$ cat src/rtl/alu_pkg.sv
// Shared definitions for the execute-stage ALU: opcodes, flag indices, FSM states
// and the opcode-to-flag-mask lookup used to gate the CCR updates.
package alu_pkg;

   localparam logic [3:0] OP_NOP  = 4'h0;
   localparam logic [3:0] OP_MOV  = 4'h1;
   localparam logic [3:0] OP_ADD  = 4'h2;
   localparam logic [3:0] OP_SUB  = 4'h3;
   localparam logic [3:0] OP_AND  = 4'h4;
   localparam logic [3:0] OP_OR   = 4'h5;
   localparam logic [3:0] OP_NOT  = 4'h6;
   localparam logic [3:0] OP_NEG  = 4'h7;
   localparam logic [3:0] OP_INC  = 4'h8;
   localparam logic [3:0] OP_DEC  = 4'h9;
   localparam logic [3:0] OP_RLC  = 4'hA;
   localparam logic [3:0] OP_RRC  = 4'hB;
   localparam logic [3:0] OP_SETC = 4'hC;
   localparam logic [3:0] OP_CLRC = 4'hD;
   localparam logic [3:0] OP_MUL  = 4'hE;
   localparam logic [3:0] OP_ADC  = 4'hF;

   localparam int FLG_Z = 0;
   localparam int FLG_N = 1;
   localparam int FLG_C = 2;
   localparam int FLG_V = 3;

   typedef enum logic [1:0] {
      S_IDLE,
      S_MUL,
      S_RESP
   } state_t;

   // Mask bit order is VCNZ, matching the FLG_* indices.
   function automatic logic [3:0] flag_mask_of(input logic [3:0] op);
      logic [3:0] m;
      case (op)
         OP_ADD, OP_SUB, OP_NEG,
         OP_INC, OP_DEC, OP_ADC:  m = 4'b1111;
         OP_AND, OP_OR, OP_NOT:   m = 4'b0011;
         OP_RLC, OP_RRC, OP_MUL:  m = 4'b0111;
         OP_SETC, OP_CLRC:        m = 4'b0100;
         default:                 m = 4'b0000;
      endcase
      return m;
   endfunction

endpackage

$ cat src/rtl/alu_exec_unit_if.sv
// Request/response bundle between the issue logic and the execute-stage ALU,
// including the flag outputs consumed by the condition-code register.
interface alu_exec_unit_if #(parameter int WIDTH = 8);
   logic             start;
   logic [3:0]       opcode;
   logic [WIDTH-1:0] a_in;
   logic [WIDTH-1:0] b_in;
   logic             c_in;
   logic             ready;
   logic             valid;
   logic [WIDTH-1:0] result;
   logic [WIDTH-1:0] result_hi;
   logic             Z;
   logic             N;
   logic             C;
   logic             V;
   logic             flag_en;
   logic [3:0]       flag_mask;

   modport master (
      output start, opcode, a_in, b_in, c_in,
      input  ready, valid, result, result_hi, Z, N, C, V, flag_en, flag_mask
   );

   modport slave (
      input  start, opcode, a_in, b_in, c_in,
      output ready, valid, result, result_hi, Z, N, C, V, flag_en, flag_mask
   );
endinterface

$ cat src/rtl/alu_seq_mul.sv
// Iterative unsigned shift-add multiplier: one partial-product step per cycle,
// WIDTH cycles per product. done and next_product are valid in the final step's cycle.
module alu_seq_mul #(
   parameter int WIDTH = 8,
   parameter int CNT_W = $clog2(WIDTH) + 1
) (
   input  logic               clk,
   input  logic               rst,
   input  logic               load,
   input  logic [WIDTH-1:0]   mcand,
   input  logic [WIDTH-1:0]   mplier,
   output logic               busy,
   output logic               done,
   output logic [2*WIDTH-1:0] next_product
);

   logic [WIDTH-1:0] mcand_q;
   logic [WIDTH-1:0] hi_q;
   logic [WIDTH-1:0] lo_q;
   logic [CNT_W-1:0] cnt_q;
   logic             busy_q;
   logic [WIDTH:0]   sum;

   // The low half starts as the multiplier and is shifted out as product bits shift in.
   always_comb begin
      sum          = {1'b0, hi_q} + (lo_q[0] ? {1'b0, mcand_q} : '0);
      next_product = {sum, lo_q[WIDTH-1:1]};
   end

   assign busy = busy_q;
   assign done = busy_q && (cnt_q == CNT_W'(WIDTH - 1));

   always_ff @(posedge clk or posedge rst) begin
      if (rst) begin
         mcand_q <= '0;
         hi_q    <= '0;
         lo_q    <= '0;
         cnt_q   <= '0;
         busy_q  <= 1'b0;
      end else if (load) begin
         mcand_q <= mcand;
         hi_q    <= '0;
         lo_q    <= mplier;
         cnt_q   <= '0;
         busy_q  <= 1'b1;
      end else if (busy_q) begin
         {hi_q, lo_q} <= next_product;
         cnt_q        <= cnt_q + CNT_W'(1);
         if (done) busy_q <= 1'b0;
      end
   end

endmodule

$ cat src/rtl/alu_exec_unit.sv
// Execute-stage ALU: single-cycle ops are computed at accept time, MUL runs on the
// sequential multiplier; results and CCR flags are registered and held until the next op.
module alu_exec_unit
   import alu_pkg::*;
#(
   parameter int WIDTH = 8,
   parameter int CNT_W = $clog2(WIDTH) + 1
) (
   input logic            clk,
   input logic            rst,
   alu_exec_unit_if.slave bus
);

   state_t             state_q, state_d;
   logic               mul_load, mul_busy, mul_done;
   logic [2*WIDTH-1:0] mul_next;
   logic [WIDTH-1:0]   result_q, result_hi_q;
   logic [3:0]         flags_q, mask_q;

   logic               arith, sub;
   logic [WIDTH-1:0]   x, y, logic_res, res;
   logic               cy, c_raw, y_sign;
   logic [WIDTH:0]     sum;
   logic [3:0]         flags, mask;

   alu_seq_mul #(.WIDTH(WIDTH), .CNT_W(CNT_W)) u_mul (
      .clk          (clk),
      .rst          (rst),
      .load         (mul_load),
      .mcand        (bus.a_in),
      .mplier       (bus.b_in),
      .busy         (mul_busy),
      .done         (mul_done),
      .next_product (mul_next)
   );

   // All add/subtract variants share one WIDTH+1 adder; bit WIDTH is carry or borrow.
   always_comb begin
      arith     = 1'b0;
      sub       = 1'b0;
      x         = '0;
      y         = '0;
      cy        = 1'b0;
      logic_res = '0;
      c_raw     = 1'b0;
      case (bus.opcode)
         OP_MOV:  logic_res = bus.b_in;
         OP_ADD:  begin arith = 1'b1; x = bus.a_in; y = bus.b_in; end
         OP_ADC:  begin arith = 1'b1; x = bus.a_in; y = bus.b_in; cy = bus.c_in; end
         OP_SUB:  begin arith = 1'b1; sub = 1'b1; x = bus.a_in; y = bus.b_in; end
         OP_NEG:  begin arith = 1'b1; sub = 1'b1; y = bus.a_in; end
         OP_INC:  begin arith = 1'b1; x = bus.a_in; y = WIDTH'(1); end
         OP_DEC:  begin arith = 1'b1; sub = 1'b1; x = bus.a_in; y = WIDTH'(1); end
         OP_AND:  logic_res = bus.a_in & bus.b_in;
         OP_OR:   logic_res = bus.a_in | bus.b_in;
         OP_NOT:  logic_res = ~bus.a_in;
         OP_RLC:  begin logic_res = {bus.a_in[WIDTH-2:0], bus.c_in}; c_raw = bus.a_in[WIDTH-1]; end
         OP_RRC:  begin logic_res = {bus.c_in, bus.a_in[WIDTH-1:1]}; c_raw = bus.a_in[0]; end
         OP_SETC: c_raw = 1'b1;
         default: ;
      endcase
      sum    = sub ? ({1'b0, x} - {1'b0, y})
                   : ({1'b0, x} + {1'b0, y} + {{WIDTH{1'b0}}, cy});
      y_sign = sub ? ~y[WIDTH-1] : y[WIDTH-1];
      res    = arith ? sum[WIDTH-1:0] : logic_res;
      mask   = flag_mask_of(bus.opcode);
      flags         = '0;
      flags[FLG_Z]  = (res == '0);
      flags[FLG_N]  = res[WIDTH-1];
      flags[FLG_C]  = arith ? sum[WIDTH] : c_raw;
      flags[FLG_V]  = arith & (x[WIDTH-1] == y_sign) & (res[WIDTH-1] != x[WIDTH-1]);
      flags         = flags & mask;
   end

   always_ff @(posedge clk or posedge rst) begin
      if (rst) state_q <= S_IDLE;
      else     state_q <= state_d;
   end

   always_comb begin
      state_d  = state_q;
      mul_load = 1'b0;
      case (state_q)
         S_IDLE: begin
            if (bus.start) begin
               if (bus.opcode == OP_MUL) begin
                  mul_load = 1'b1;
                  state_d  = S_MUL;
               end else begin
                  state_d  = S_RESP;
               end
            end
         end
         S_MUL: begin
            if (mul_done)       state_d = S_RESP;
            else if (!mul_busy) state_d = S_IDLE;
         end
         S_RESP:  state_d = S_IDLE;
         default: state_d = S_IDLE;
      endcase
   end

   // Output registers change only when an op completes, so the CCR sees stable values.
   always_ff @(posedge clk or posedge rst) begin
      if (rst) begin
         result_q    <= '0;
         result_hi_q <= '0;
         flags_q     <= '0;
         mask_q      <= '0;
      end else if (state_q == S_IDLE && bus.start && bus.opcode != OP_MUL) begin
         result_q    <= res;
         result_hi_q <= '0;
         flags_q     <= flags;
         mask_q      <= mask;
      end else if (state_q == S_MUL && mul_done) begin
         result_q    <= mul_next[WIDTH-1:0];
         result_hi_q <= mul_next[2*WIDTH-1:WIDTH];
         flags_q     <= {1'b0, (mul_next[2*WIDTH-1:WIDTH] != '0),
                         mul_next[2*WIDTH-1], (mul_next == '0)};
         mask_q      <= flag_mask_of(OP_MUL);
      end
   end

   assign bus.ready     = (state_q == S_IDLE);
   assign bus.valid     = (state_q == S_RESP);
   assign bus.result    = result_q;
   assign bus.result_hi = result_hi_q;
   assign bus.Z         = flags_q[FLG_Z];
   assign bus.N         = flags_q[FLG_N];
   assign bus.C         = flags_q[FLG_C];
   assign bus.V         = flags_q[FLG_V];
   assign bus.flag_mask = mask_q;
   assign bus.flag_en   = bus.valid && (mask_q != 4'b0000);

endmodule

$ cat src/flat_wrapper.sv
// flat-port wrapper written by rule: the top's interface ports become plain ports
module alu_exec_unit_flat import alu_pkg::*;
#(
   parameter int WIDTH = 8,
   parameter int CNT_W = $clog2(WIDTH) + 1
)
  (clk, rst, bus_start, bus_opcode, bus_a_in, bus_b_in, bus_c_in, bus_ready, bus_valid, bus_result, bus_result_hi, bus_Z, bus_N, bus_C, bus_V, bus_flag_en, bus_flag_mask);
  alu_exec_unit_if #(.WIDTH(WIDTH)) bus_i ();
  input logic clk;
  input logic rst;
  input wire logic [$bits(bus_i.start)-1:0] bus_start;
  input wire logic [$bits(bus_i.opcode)-1:0] bus_opcode;
  input wire logic [$bits(bus_i.a_in)-1:0] bus_a_in;
  input wire logic [$bits(bus_i.b_in)-1:0] bus_b_in;
  input wire logic [$bits(bus_i.c_in)-1:0] bus_c_in;
  output wire logic [$bits(bus_i.ready)-1:0] bus_ready;
  output wire logic [$bits(bus_i.valid)-1:0] bus_valid;
  output wire logic [$bits(bus_i.result)-1:0] bus_result;
  output wire logic [$bits(bus_i.result_hi)-1:0] bus_result_hi;
  output wire logic [$bits(bus_i.Z)-1:0] bus_Z;
  output wire logic [$bits(bus_i.N)-1:0] bus_N;
  output wire logic [$bits(bus_i.C)-1:0] bus_C;
  output wire logic [$bits(bus_i.V)-1:0] bus_V;
  output wire logic [$bits(bus_i.flag_en)-1:0] bus_flag_en;
  output wire logic [$bits(bus_i.flag_mask)-1:0] bus_flag_mask;
  assign bus_i.start = bus_start;
  assign bus_i.opcode = bus_opcode;
  assign bus_i.a_in = bus_a_in;
  assign bus_i.b_in = bus_b_in;
  assign bus_i.c_in = bus_c_in;
  assign bus_ready = bus_i.ready;
  assign bus_valid = bus_i.valid;
  assign bus_result = bus_i.result;
  assign bus_result_hi = bus_i.result_hi;
  assign bus_Z = bus_i.Z;
  assign bus_N = bus_i.N;
  assign bus_C = bus_i.C;
  assign bus_V = bus_i.V;
  assign bus_flag_en = bus_i.flag_en;
  assign bus_flag_mask = bus_i.flag_mask;
  alu_exec_unit #(.WIDTH(WIDTH), .CNT_W(CNT_W)) u_core (.clk(clk), .rst(rst), .bus(bus_i));
endmodule
$ cat config.mk
export PLATFORM = sky130hd
export DESIGN_NAME = alu_exec_unit_flat
export DESIGN_NICKNAME = d
export VERILOG_FILES = /design/src/rtl/alu_pkg.sv /design/src/rtl/alu_exec_unit_if.sv /design/src/rtl/alu_seq_mul.sv /design/src/rtl/alu_exec_unit.sv /design/src/flat_wrapper.sv
export SDC_FILE = /design/constraint.sdc
export NUM_CORES = 1
export LEC_CHECK = 0
export ABC_AREA = 1
export CORE_MARGIN = 8
export CORE_UTILIZATION = 57
export CTS_CLUSTER_DIAMETER = 120
export CTS_CLUSTER_SIZE = 10
export DETAILED_ROUTE_END_ITERATION = 8
export GPL_ROUTABILITY_DRIVEN = 0
export PLACE_DENSITY_LB_ADDON = 0.3
export SETUP_SLACK_MARGIN = 0.05
export SYNTH_ARGS = -nofsm -noshare
export SYNTH_HDL_FRONTEND = slang
export SYNTH_SLANG_ARGS = --single-unit
$ cat constraint.sdc
create_clock -name clk -period 3 [get_ports clk]
set_input_delay 0.75 -clock clk [delete_from_list [all_inputs] [get_ports clk]]
set_output_delay 0.75 -clock clk [all_outputs]
set_load 0.01 [all_outputs]
After elaboration in Yosys (flattened, before gate mapping). Memories as Yosys holds them, arrays and structs flattened. Index checks and enable logic that the tools add are counted.

$add $sub $neg: 5. Equal/unequal tests: 22. Mux-type cells: 37. Bitwise gates (word level): 7. Reductions and logical operators: 18.

Operator list (number): two-way mux 8 bit (11); case mux 8 bit (6 select lines) (1); == test 4 bit, second input constant (7); two-way mux 4 bit (6); case mux 8 bit (3 select lines) (1); == test 4 x 3 -> 1 bit, second input constant (5); logical NOT 16 bit (1); two-way mux 1 bit (11); adder 8 x 8 -> 9 bit (1); adder 8 x 9 -> 9 bit (1); adder 9 x 1 -> 9 bit (1); two-way mux 9 bit (1); subtractor 8 x 8 -> 9 bit (1); bitwise AND 8 bit (1); == test 4 x 2 -> 1 bit, second input constant (2); logical NOT 8 bit (1); two-way mux 2 bit (4); NOT 8 bit (1); bitwise OR 8 bit (1); nonzero test 8 bit (1); OR reduction 3 bit (2); OR reduction 6 bit (1); logical AND 1 bit (5); OR reduction 5 bit (1); other kinds (19) (21).

Register bits after elaboration: 55. ROM bits: 64. Bits of input ports: 24. Logic and storage cells: 100. Memories kept: 1.

Memory list: (name not given) (depth 16, bits a word 4, rd ports 1, clocked after Yosys merged registers in 0, wr ports 0, RTL line alu_pkg.sv:36) `case (op)`.

Depth between registers and ports, before layout. Gate-level depths: netlist (run 1).

Depth in word-level cells: 11. Depth in mapped cells: 24. Mapped depth without buffers: 23.

Cells and area by module. From an unflattened synthesis (run 1), not the netlist that was laid out.

Cells, all modules: 666. Area total of the unflattened synthesis: 4433.0 um^2.

Modules (own cells, without submodules): alu_exec_unit (times used 1, cells an instance 462, area each 2765.2 um^2); alu_seq_mul (times used 1, cells an instance 204, area each 1667.8 um^2).

Least setup slack after synthesis (run 1). Ideal clock, no wire load.

Kind: input to register. Start: in bus_opcode[1]. End: reg u_core.flags_q[0]. Data arrival time: 3.047 ns. Required time: 2.883 ns. Path slack: -0.164 ns. Cell stages on the path: 22. Cell sequence: buf_4 nand2_2 nor2_1 a21oi_4 nand2_1 nand2_1 inv_1 fa_1 inv_1 fa_1 nand2_1 nand2_1 nor2_1 nor2_1 nand2_1 nor2_1 nand2_1 nor2_1 nand2_1 nand2_1 nand2_1 nand2_1.

Word-level cells in the longest chain between the ends: 10. Elaborated cells between the ends (all ways): 35.

RTL lines: start: declaration (RTL line flat_wrapper.sv:12) `input wire logic [$bits(bus_i.opcode)-1:0] bus_opcode;`; == test 4 x 2 -> 1 bit / == test 4 bit (equally long branches) (RTL line alu_exec_unit.sv:46) `case (bus.opcode)`; OR reduction 3 bit (no line) (tied with other cells); case mux 8 bit (3 select lines) / two-way mux 8 bit (equally long branches) (RTL line alu_exec_unit.sv:46); adder 8 x 8 -> 9 bit (RTL line alu_exec_unit.sv:63) `: ({1'b0, x} + {1'b0, y} + {{WIDTH{1'b0}}, cy});`; adder 9 x 1 -> 9 bit (RTL line alu_exec_unit.sv:63); two-way mux 9 bit (RTL line alu_exec_unit.sv:62) `sum = sub ? ({1'b0, x} - {1'b0, y})`; two-way mux 8 bit (RTL line alu_exec_unit.sv:65) `res = arith ? sum[WIDTH-1:0] : logic_res;`; logical NOT 8 bit (RTL line alu_exec_unit.sv:68) `flags[FLG_Z] = (res == '0);`; bitwise AND 4 bit (RTL line alu_exec_unit.sv:72) `flags = flags & mask;`; two-way mux 4 bit (RTL line alu_exec_unit.sv:110) `end else if (state_q == S_IDLE && bus.start && bus.opcode != OP_MUL) begin`; end signal: assignment (RTL line alu_exec_unit.sv:113) `flags_q <= flags;`; end signal: assignment (RTL line alu_exec_unit.sv:118) `flags_q <= {1'b0, (mul_next[2*WIDTH-1:WIDTH] != '0),`; end: declaration (RTL line alu_exec_unit.sv:18) `logic [3:0] flags_q, mask_q;`.

Parallel ways exist; a longest one is shown, timed or not. A chain may end at the register's enable or synchronous reset.

Final worst setup path (run 1).
Start: in bus_opcode[2]. End: reg u_core.flags_q[0].

The elaborated chain is that of the path after synthesis.

==> results of run 1 <==
synth_stat cells (all sizes together):
cell type	instances
a31oi	1
o21bai	2
dfrtp	54
nand3b	5
ha	24
o31ai	1
inv	102
nor2	47
o21ai	52
o221ai	7
and2	2
buf	8
a211oi	2
nand4	10
o2111ai	1
clkbuf	7
nand3	48
or2	2
xnor2	2
xor2	6
nand2	210
o22ai	7
a21oi	19
nor3	7
o211ai	7
a22oi	5
fa	4
nor4	2
layout make-up:
class	instances	area (um2)	share of cell area, %
Multi-Input combinational cell	473	2771	46.38
Sequential cell	54	1351	22.61
Timing Repair Buffer	142	1234	20.64
Inverter	102	390.4	6.533
Tap cell	99	123.9	2.073
Clock buffer	7	96.34	1.612
Clock inverter	1	8.758	0.1466
registers in the layout (all words and copies together) (netlist names):
signal	flops
u_core.u_mul.cnt_q	4
u_core.u_mul.mcand_q	8
u_core.bus.result	8
u_core.bus.result_hi	8
u_core.bus.flag_mask	3
u_core.state_q	2
u_core.u_mul.busy	1
u_core.flags_q	4
u_core.u_mul.hi_q	8
u_core.u_mul.lo_q	8
metal layers:
metal | share of wire (%) | vias up
met5 | 0 | -
met4 | 6.4 | 0
met3 | 8.1 | 96
met2 | 49 | 343
met1 | 37 | 2366
li1 | - | 2347
power breakdown:
part	total [mW]	internal, mW	leakage (nW)	switching [mW]
clock	0.447	0.212	0.0544	0.235
combinational	1.37	0.558	2.40	0.811
sequential	1.04	0.906	0.706	0.133
total	2.86	1.68	3.16	1.18
timing repair:
action / CTS / global route
pin swaps: 13 / 28
cloned: 0 / 0
resized for setup: 34 / 62
buffers inserted: 2 / 6
endpoints found under the setup margin: 11 / 8
stage by stage:
| step | hold WS [ps] | area [um2] |
|---|---|---|
| after global routing | 501.8 | 5976 |
| final | 475.5 | 5976 |
| after global placement | 456.4 | 5559 |
| after floorplan | 434.1 | 4384 |
| after CTS | 474.4 | 5723 |
| after detailed placement | 461.3 | 5559 |
how the worst min path moves through the flow:
stage / slack [ps] / to / from / cells after the start
3_5_place_dp: 460 / u_core.u_mul.cnt_q[3] / u_core.u_mul.cnt_q[3] / 1
5_1_grt: 500 / u_core.u_mul.cnt_q[3] / u_core.u_mul.cnt_q[3] / 1
2_1_floorplan: 430 / u_core.u_mul.cnt_q[3] / u_core.u_mul.cnt_q[3] / 1
3_3_place_gp: 460 / u_core.u_mul.cnt_q[3] / u_core.u_mul.cnt_q[3] / 1
4_1_cts: 470 / u_core.u_mul.cnt_q[3] / u_core.u_mul.cnt_q[3] / 1
6_report: 480 / u_core.u_mul.cnt_q[3] / u_core.u_mul.cnt_q[3] / 1
logic make-up after synthesis:
family,share of synthesized area (%)
and+or+nand+nor,33.26
buffers and inverters,10.50
AOI/OAI and AO/OA,14.60
DFF,31.23
adders and majority gates,8.791
xor gates and xnor gates,1.619
==> summary.txt, run 1 <==
Outcome
  • Outcome: finished, final reports clean

Global routing
  • Total grt overflow: 0
  • Largest net degree at the start of global routing: 55
  • Busiest grt layer: met2
  • Initial antenna violation count: 0
  • M2 GR Usage: about half
  • M1 GR Usage: a little under a third
  • Vias in the first global route: ~5000
  • First-pass GRT wire length: approximately 23 mm
  • GR Layer Usage met3: 3.241%
  • Total track usage: around 28%

Synth
  • Top cell type's share of synthesized area: 31.23%
  • Flops & latches, synth: 54
  • Syn avg cell area: 6.718 um2
  • Seq/Total Area, Yosys: a little under a third
  • Syn. warnings: 0
  • Post-synthesis cell count: ~640
  • Synth area leaders: dfrtp_1, nand2_1, inv_1
  • Cell accounting for the most synthesized area: dfrtp_1
  • Syn_nets: between 600 and 700
  • Cell Area, Synth: approximately 0.0043 mm2
  • Synth cell types: 40

Final layout
  • Commonest non-fill, non-tap cells in the layout: nand2_1, buf_4, inv_1
  • Layout Nets: 830
  • Area growth syn-to-layout: 38.11%
  • Fill cells: between 400 and 500
  • Ant diodes: 0
  • Layout Utilization: 81.95%
  • Share of cells above drive strength 1: a little under a quarter
  • Non-filler cells, final: between 800 and 900
  • Most common cell after layout, fill and taps aside: nand2_1

Floorplanning
  • Die span in y: 103.1 um
  • Initial Util: about three fifths
  • Core ar.: roughly 0.0073 mm2
  • Rows: 31
  • Area of the die: 0.01063 mm2
  • Die X: between 100 and 150 um
  • I/O Pins: 51

Detailed routing
  • DR vias/cell: between 5 and 6
  • Initial DRC count: between 400 and 500
  • Post-route ant nets: 0
  • DR DRC count: 0
  • DR vias: 5152
  • DRT Pass-1 Iters: 6
  • Drt total wl: between 10 and 15 mm
  • Post-DR wirelength/cell: 16.94 um

Clock network
  • Clk Latency, worst-skew pair: between 300 and 400 ps
  • CTS root buffer: clkbuf_8
  • # H-tree levels: 2
  • # clock sinks: 54
  • CTS Buf Count: 5
  • Reg clk slew, reported paths: approximately 100 ps
  • CTS max path bufs: 2
  • Cts hold-fix bufs: 0
  • CTS tree: done

Timing
  • Clock skew: just under 10 ps
  • Part of the cycle the worst path needs: between 90% and 100%
  • Max_slew headroom: 54.59%
  • Worst-Margin Slew: between 600 and 700 ps
  • RSZ-0062 raised after global routing: yes
  • Setup TNS Final: 0 ps
  • Endpoints failing setup: 0
  • F_max: 0.3430 GHz
  • Slew Viols, Final: 0
  • Setup ws final: around 85 ps
  • Hold Violations, Final: 0
  • Min Clock Period, post-route: roughly 2900 ps

Placement
  • # placed instances: roughly 860
  • Post-detail-place hpwl: approximately 11 mm
  • Port bufs: 50
  • Setup WS pre-CTS: -699.4 ps

Setup path
  • RR Startpoint: u_core.u_mul.lo_q[0]
  • CP Max Fanout: 5
  • R2R Setup Slk: just over 500 ps
  • Worst path depth: 22
  • Buf/Inv on CP: 2
  • Most used cell, CP: nand2_1
  • Reg2Reg Depth: 13
  • Critical path type: in2reg
  • Startpoint types: input port
  • Critical Path Max Stage Delay: approximately 340 ps
  • CP max-delay cell: or2_2
  • Worst Setup SP: bus_opcode[2]
  • Cell Chain, Critical Path: buf_8 > nand2_4 > nor2_4 > a21oi_4 > buf_4 > o22ai_2 > ha_1 > or2_2 > nand2_1 > nand2_1 > nand2_1 > nand2_1 > nand2_1 > nand2_1 > nand2_1 > nor2_2 > nand2_1 > nor2_1 > nand2_1 > nand2_1 > nand2_1 > nand2_1
  • R2r endpoint: u_core.flags_q[0]
  • Cell family with most CP delay: simple AND/OR/NAND/NOR gates
  • CP Capture Type: flip-flop
  • CP Capture Point: u_core.flags_q[0]
  • CP required: around 3200 ps
  • Crit path DAT: roughly 3100 ps

Job
  • Number of max-cap violations: 0

Power and ir drop
  • Max IR drop VDD: between 0.2 and 0.25 mV
  • PwrDens: approximately 480 mW/mm2
  • Leakage: 3.161 nW
  • Total power: 2.856 mW

Min path
  • Hold crit path type: reg2reg
Note: power is estimated with default switching activity, not from simulation.
==> inputs of run 2 (changes only) <==
Settings changed: ABC_CLOCK_PERIOD_IN_PS set to 3300, SKIP_CTS_REPAIR_TIMING set to 1.
Clock period 3 ns to 3.3 ns, I/O delays scaled along.
==> summary.txt, run 2 (synthesis gave the netlist of run 1 again) <==
Timing
  • Clock skew: 7.267 ps
  • F_max: about 0.32 GHz
  • Setup ws final: roughly 180 ps
  • Worst-Margin Slew: 754.3 ps
  • Max_slew headroom: between 40 and 50%
  • Slew Viols, Final: 0
  • Endpoints failing setup: 0
  • Hold Violations, Final: 0
  • Setup TNS Final: 0 ps
  • Part of the cycle the worst path needs: between 90% and 100%
  • Min Clock Period, post-route: between 3000 and 4000 ps

Power and ir drop
  • PwrDens: between 400 and 500 mW/mm2
  • Leakage: 3.045 nW
  • Max IR drop VDD: around 0.21 mV

Clock network
  • CTS root buffer: clkbuf_8
  • Clk Latency, worst-skew pair: 310 ps
  • CTS Buf Count: 5
  • CTS tree: done
  • # clock sinks: between 50 and 60
  • Reg clk slew, reported paths: roughly 90 ps
  • CTS max path bufs: 2
  • # H-tree levels: 2

Placement
  • # placed instances: 854
  • Post-detail-place hpwl: between 10 and 15 mm
  • Port bufs: 50
  • Setup WS pre-CTS: -558.8 ps

Setup path
  • Cell Chain, Critical Path: dlymetal6s2s_1 > nand2_1 > nor2_4 > inv_2 > o221ai_4 > fa_2 > inv_1 > fa_2 > nand2_1 > nand2_1 > nor2_1 > nor2_1 > nand2_1 > nor2_1 > nand2_1 > nor2_2 > nand2_1 > nand2_1 > nand2_1 > nand2_1
  • Startpoint types: input port
  • CP Capture Type: flip-flop
  • Buf/Inv on CP: 3
  • Reg2Reg Depth: 13
  • Worst Setup SP: bus_opcode[2]
  • Cell family with most CP delay: simple AND/OR/NAND/NOR gates
  • Crit path DAT: 3380 ps
  • R2R Setup Slk: 890 ps
  • Critical path type: in2reg
  • Most used cell, CP: nand2_1
  • CP max-delay cell: fa_2
  • Critical Path Max Stage Delay: 560 ps
  • CP Max Fanout: 4
  • CP required: between 3000 and 4000 ps
  • RR Startpoint: u_core.u_mul.lo_q[0]
  • R2r endpoint: u_core.flags_q[0]

Final layout
  • Commonest non-fill, non-tap cells in the layout: nand2_1, inv_1, buf_4
  • Area growth syn-to-layout: 32.33%
  • Fill cells: 531
  • Sequential Area: ~0.0014 mm2
  • Multi-input gate area: 0.002686 mm2
  • Share of cells above drive strength 1: 18.59%
  • Ant diodes: 0
  • Non-filler cells, final: about 860
  • Layout Nets: 816
  • Most common cell after layout, fill and taps aside: nand2_1

Outcome
  • Outcome: finished, final reports clean

Min path
  • Hold_sp: u_core.u_mul.cnt_q[3]
  • Worst Hold Path Cells: 1
  • WHS Endpoint: u_core.u_mul.cnt_q[3]
  • Hold crit path type: reg2reg

Detailed routing
  • DRT Pass-1 Iters: 5
  • DR vias: roughly 5000
  • Post-DR wirelength/cell: between 15 and 20 um
  • Post-route ant nets: 0
  • Drt total wl: 13.75 mm
  • DR vias/cell: approximately 5.7
  • Initial DRC count: roughly 450
  • DR DRC count: 0

Global routing
  • Largest net degree at the start of global routing: 55
  • First-pass GRT wire length: roughly 21 mm
  • Initial antenna violation count: 0
  • Total grt overflow: 0
  • Vias in the first global route: roughly 4700
  • Total track usage: ~25%

Floorplanning
  • Core ar.: approximately 0.0073 mm2
  • Area of the die: approximately 0.011 mm2
  • I/O Pins: 51
  • Rows: 31
  • Die X: about 100 um
  • Die span in y: 103.1 um
  • Initial Util: 59.33%

Job
  • Number of max-cap violations: 0
[run 2: per-layer routing]
metal	up-vias	track usage, %	part of all wire, %
met1	2319	28.88	38
met4	0	12.24	3.8
met2	258	45.16	51
met5	-	0	0
li1	2312	-	-
met3	63	3.309	7.8
[run 2: metrics by stage]
| step | hold slack (ps) | total power [mW] | cell area, um2 | utilization (%) |
|---|---|---|---|---|
| final | 465.9 | 2.482 | 5725 | 78.52 |
| after global routing | 482.1 | 2.651 | 5725 | 78.52 |
| after CTS | 469.2 | 2.431 | 5530 | 75.84 |
| after detailed placement | 454.9 | 2.077 | 5450 | 74.74 |
| after floorplan | 434.1 | 1.615 | 4327 | - |
| after global placement | 451.7 | 2.019 | 5450 | 74.74 |
[run 2: worst max path at each step]
stage	depth (start not counted)	end	slack, ps
after floorplan	22	u_core.flags_q[0]	60
after detailed placement	20	u_core.flags_q[0]	-560
after global routing	20	u_core.flags_q[0]	-2
after global placement	21	u_core.flags_q[0]	-390
after CTS	20	u_core.flags_q[0]	-230
final	20	u_core.flags_q[0]	180
[run 2: power breakdown]
part / switching (mW) / internal, mW
Sequential: 0.120 / 0.824
Combinational: 0.702 / 0.479
Clock: 0.211 / 0.146
Total: 1.03 / 1.45
[run 2: layout make-up]
type	count	share of cell area [%]
Inverter	102	6.687
Tap cell	99	2.163
Multi-Input combinational cell	473	46.92
Clock buffer	6	1.267
Timing Repair Buffer	128	19.23
Sequential cell	54	23.60
Clock inverter	1	0.1311
==> inputs of run 3 (changes only) <==
--- a/config.mk
+++ b/config.mk
@@ -20,2 +20,3 @@
 export SYNTH_HDL_FRONTEND = slang
+export SYNTH_HIERARCHICAL = 1
 export SYNTH_SLANG_ARGS = --single-unit
--- a/constraint.sdc
+++ b/constraint.sdc
@@ -3,2 +3,2 @@
 set_output_delay 0.825 -clock clk [all_outputs]
-set_load 0.01 [all_outputs]
+set_load 0.1 [all_outputs]
==> summary.txt, run 3 <==
Outcome
  • Outcome: finished, final reports clean

Detailed routing
  • DR DRC count: 0
  • DR vias: 4826
  • Drt total wl: 13.28 mm
  • Post-DR wirelength/cell: roughly 15 um
  • DRT Pass-1 Iters: 5
  • Initial DRC count: 460
  • Post-route ant nets: 0
  • DR vias/cell: ~5.5

Placement
  • Post-detail-place hpwl: between 10 and 15 mm
  • Port bufs: 50
  • # placed instances: 870

Synth
  • Top cell type's share of synthesized area: 30.48%
  • Post-synthesis cell count: roughly 670
  • Post-synth EDFFs: 0
  • Post-synth ARST share: 100.0%
  • Post-synth top cells: nand2_1, inv_1, dfrtp_1, nor2_1, nand3_1
  • Syn_nets: 718
  • Post-Synth XOR/XNOR Area: between 1.5 and 2%
  • Syn avg cell area: between 6 and 7 um2
  • Flops & latches, synth: 54
  • Syn. warnings: 6
  • Most common cell in the netlist: nand2_1
  • Main combinational cell family by area after synthesis: simple AND/OR/NAND/NOR gates
  • Simple-Gate Fraction of Synth Area: a little over a third
  • Cell Area, Synth: ~0.0044 mm2
  • Synth Area in Adders: roughly 8.6%
  • Synth area leaders: dfrtp_1, nand2_1, inv_1
  • Cell accounting for the most synthesized area: dfrtp_1
  • Seq/Total Area, Yosys: between 30 and 40%
  • Compound-Gate Fraction of Synth Area: between 10% and 20%
  • Synth cell types: 44
  • Mux cell area share after synthesis: 0%
  • Main synth FF type: dfrtp_1

Floorplanning
  • Area of the die: roughly 0.011 mm2
  • Die span in y: 104.2 um
  • Die X: between 100 and 150 um
  • Initial Util: 57.97%
  • Rows: 32
  • Core ar.: around 0.0076 mm2
  • I/O Pins: between 50 and 60

Timing
  • Max_slew headroom: 40.40%
  • Part of the cycle the worst path needs: approximately 95%
  • Final hold slack: about 490 ps
  • Endpoints failing setup: 0
  • Slew Viols, Final: 0
  • Min Clock Period, post-route: 3127 ps
  • F_max: roughly 0.32 GHz
  • Clock skew: 12.29 ps
  • Worst-Margin Slew: a little under 900 ps
  • Setup TNS Final: 0 ps
  • Hold Violations, Final: 0

Power and ir drop
  • Total power: ~2.7 mW
  • Sw power: roughly 1.3 mW
  • Cell Int Power: approximately 1.4 mW
  • Reg power frac: roughly a third
  • Clock network fraction of total power: approximately an eighth
  • Max IR drop VDD: between 0.2 and 0.25 mV
  • Combinational group share of total power: between 50% and 60%
  • Switching Share: between 40 and 50%
  • PwrDens: roughly 490 mW/mm2
  • Leakage: around 3.2 nW

Setup path
  • Most used cell, CP: nand2_1
  • Cell Chain, Critical Path: dlymetal6s2s_1 > inv_2 > nand2_1 > nand2_2 > nor2_2 > inv_2 > nand2_2 > nand2_1 > inv_1 > fa_2 > fa_2 > nand2_2 > nand2_2 > nand3_1 > nand2_1 > nand2_1 > nand2_1 > a21oi_2 > nand2_1 > nor2_1 > nand3_1 > a21oi_1
  • Startpoint types: input port
  • CP Capture Type: flip-flop
  • Buf/Inv on CP: 4
  • CP required: between 3000 and 4000 ps
  • Crit path DAT: about 3400 ps
  • Critical path type: in2reg
  • CP Max Fanout: 4
  • Cell family with most CP delay: simple AND/OR/NAND/NOR gates
  • CP max-delay cell: fa_2
  • Critical Path Max Stage Delay: 430 ps

Final layout
  • Area growth syn-to-layout: 25.49%
  • Share of cells above drive strength 1: between 20% and 30%
  • Layout Utilization: about 73%
  • Commonest non-fill, non-tap cells in the layout: nand2_1, buf_4, inv_1
  • Most common cell after layout, fill and taps aside: nand2_1
  • Fill cells: approximately 630
  • Non-filler cells, final: ~900
  • Layout Nets: around 830
  • Ant diodes: 0

Global routing
  • Total grt overflow: 0
  • Largest net degree at the start of global routing: 30
  • Initial antenna violation count: 0
  • Total track usage: about a quarter
  • Vias in the first global route: 4708
  • First-pass GRT wire length: ~22 mm

Clock network
  • CTS tree: done
  • Clk Latency, worst-skew pair: around 310 ps
  • CTS root buffer: clkbuf_8
  • CTS Buf Count: 5
  • # clock sinks: 54
  • CTS max path bufs: 2
  • # H-tree levels: 2
  • Reg clk slew, reported paths: 100 ps

Min path
  • Hold crit path type: reg2reg

Job
  • Number of max-cap violations: 0
-- run 3: cell count changes after synthesis, moves of 6 or more --
cell	before	now
nand4_1	10	3
o21ai_0	50	22
nand2_2	3	9
clkbuf_1	7	1
buf_4	2	10
nand2_1	205	229
a21oi_1	17	31
nor2_1	42	49
-- run 3: per-stage QoR --
step,worst slack [ps],instance area [um2]
4_1_cts,-190.9,5480
5_1_grt,-38.23,5563
3_5_place_dp,-500.1,5398
2_1_floorplan,70.49,4441
6_report,172.7,5563
3_3_place_gp,-383.8,5398
-- run 3: final cells by class --
class / instances / area [um2] / area share [%]
tap: 102 / 127.6 / 2.294
multi-input combinational: 486 / 2636 / 47.39
timing repair buffer: 121 / 960.9 / 17.27
clock buffer: 5 / 68.82 / 1.237
clock inverter: 2 / 13.76 / 0.2474
sequential: 54 / 1351 / 24.29
inverter: 107 / 404.1 / 7.265
-- run 3: cell families (layout without fill, tap and decap cells) --
family,after synthesis,after routing
AO/OA/AOI/OAI,89,89
buffers and inverters,126,235
AND/OR/NAND/NOR,362,362
adder cells (fa/ha/maj),28,28
flip-flops,54,54
XOR/XNOR,7,7
-- run 3: path summary, 6_finish.rpt --
kind                                               from                 endpoint  slack, ps  cells after the start
worst min-delay path            u_core/u_mul/mcand_q[2]  u_core/u_mul/mcand_q[2]        490                      2
max in group asynchronous                           rst     u_core/bus.result[7]       1690                      2
worst min register to register  u_core/u_mul/mcand_q[2]  u_core/u_mul/mcand_q[2]        490                      2
min in group asynchronous                           rst  u_core/u_mul/mcand_q[5]        950                      3
worst max-delay path                      bus_opcode[0]        u_core/flags_q[0]        170                     22
worst max register to register     u_core/u_mul/lo_q[0]        u_core/flags_q[0]        460                     14
-- run 3: power groups by stage --
| stage | Combinational [mW] | Clock [mW] | Sequential [mW] |
|---|---|---|---|
| after floorplan | 0.815 | 0 | 1.18 |
| after global routing | 1.54 | 0.389 | 0.985 |
| after global placement | 1.34 | 0 | 0.963 |
| after detailed placement | 1.38 | 0 | 0.971 |
| after CTS | 1.39 | 0.365 | 0.962 |
| final | 1.42 | 0.360 | 0.964 |
-- run 3: worst min-delay path: stages (launching register included) --
cell and delay (ps):
dfrtp_1 350, nand2_1 60, nand2_1 50
-- run 3: routing by layer --
metal,GRT usage [%],part of all wire [%],up-vias
met4,10.44,3.5,0
met1,30.80,43,2190
met3,3.903,7.6,58
li1,-,-,2317
met5,0,0,-
met2,39.14,46,261
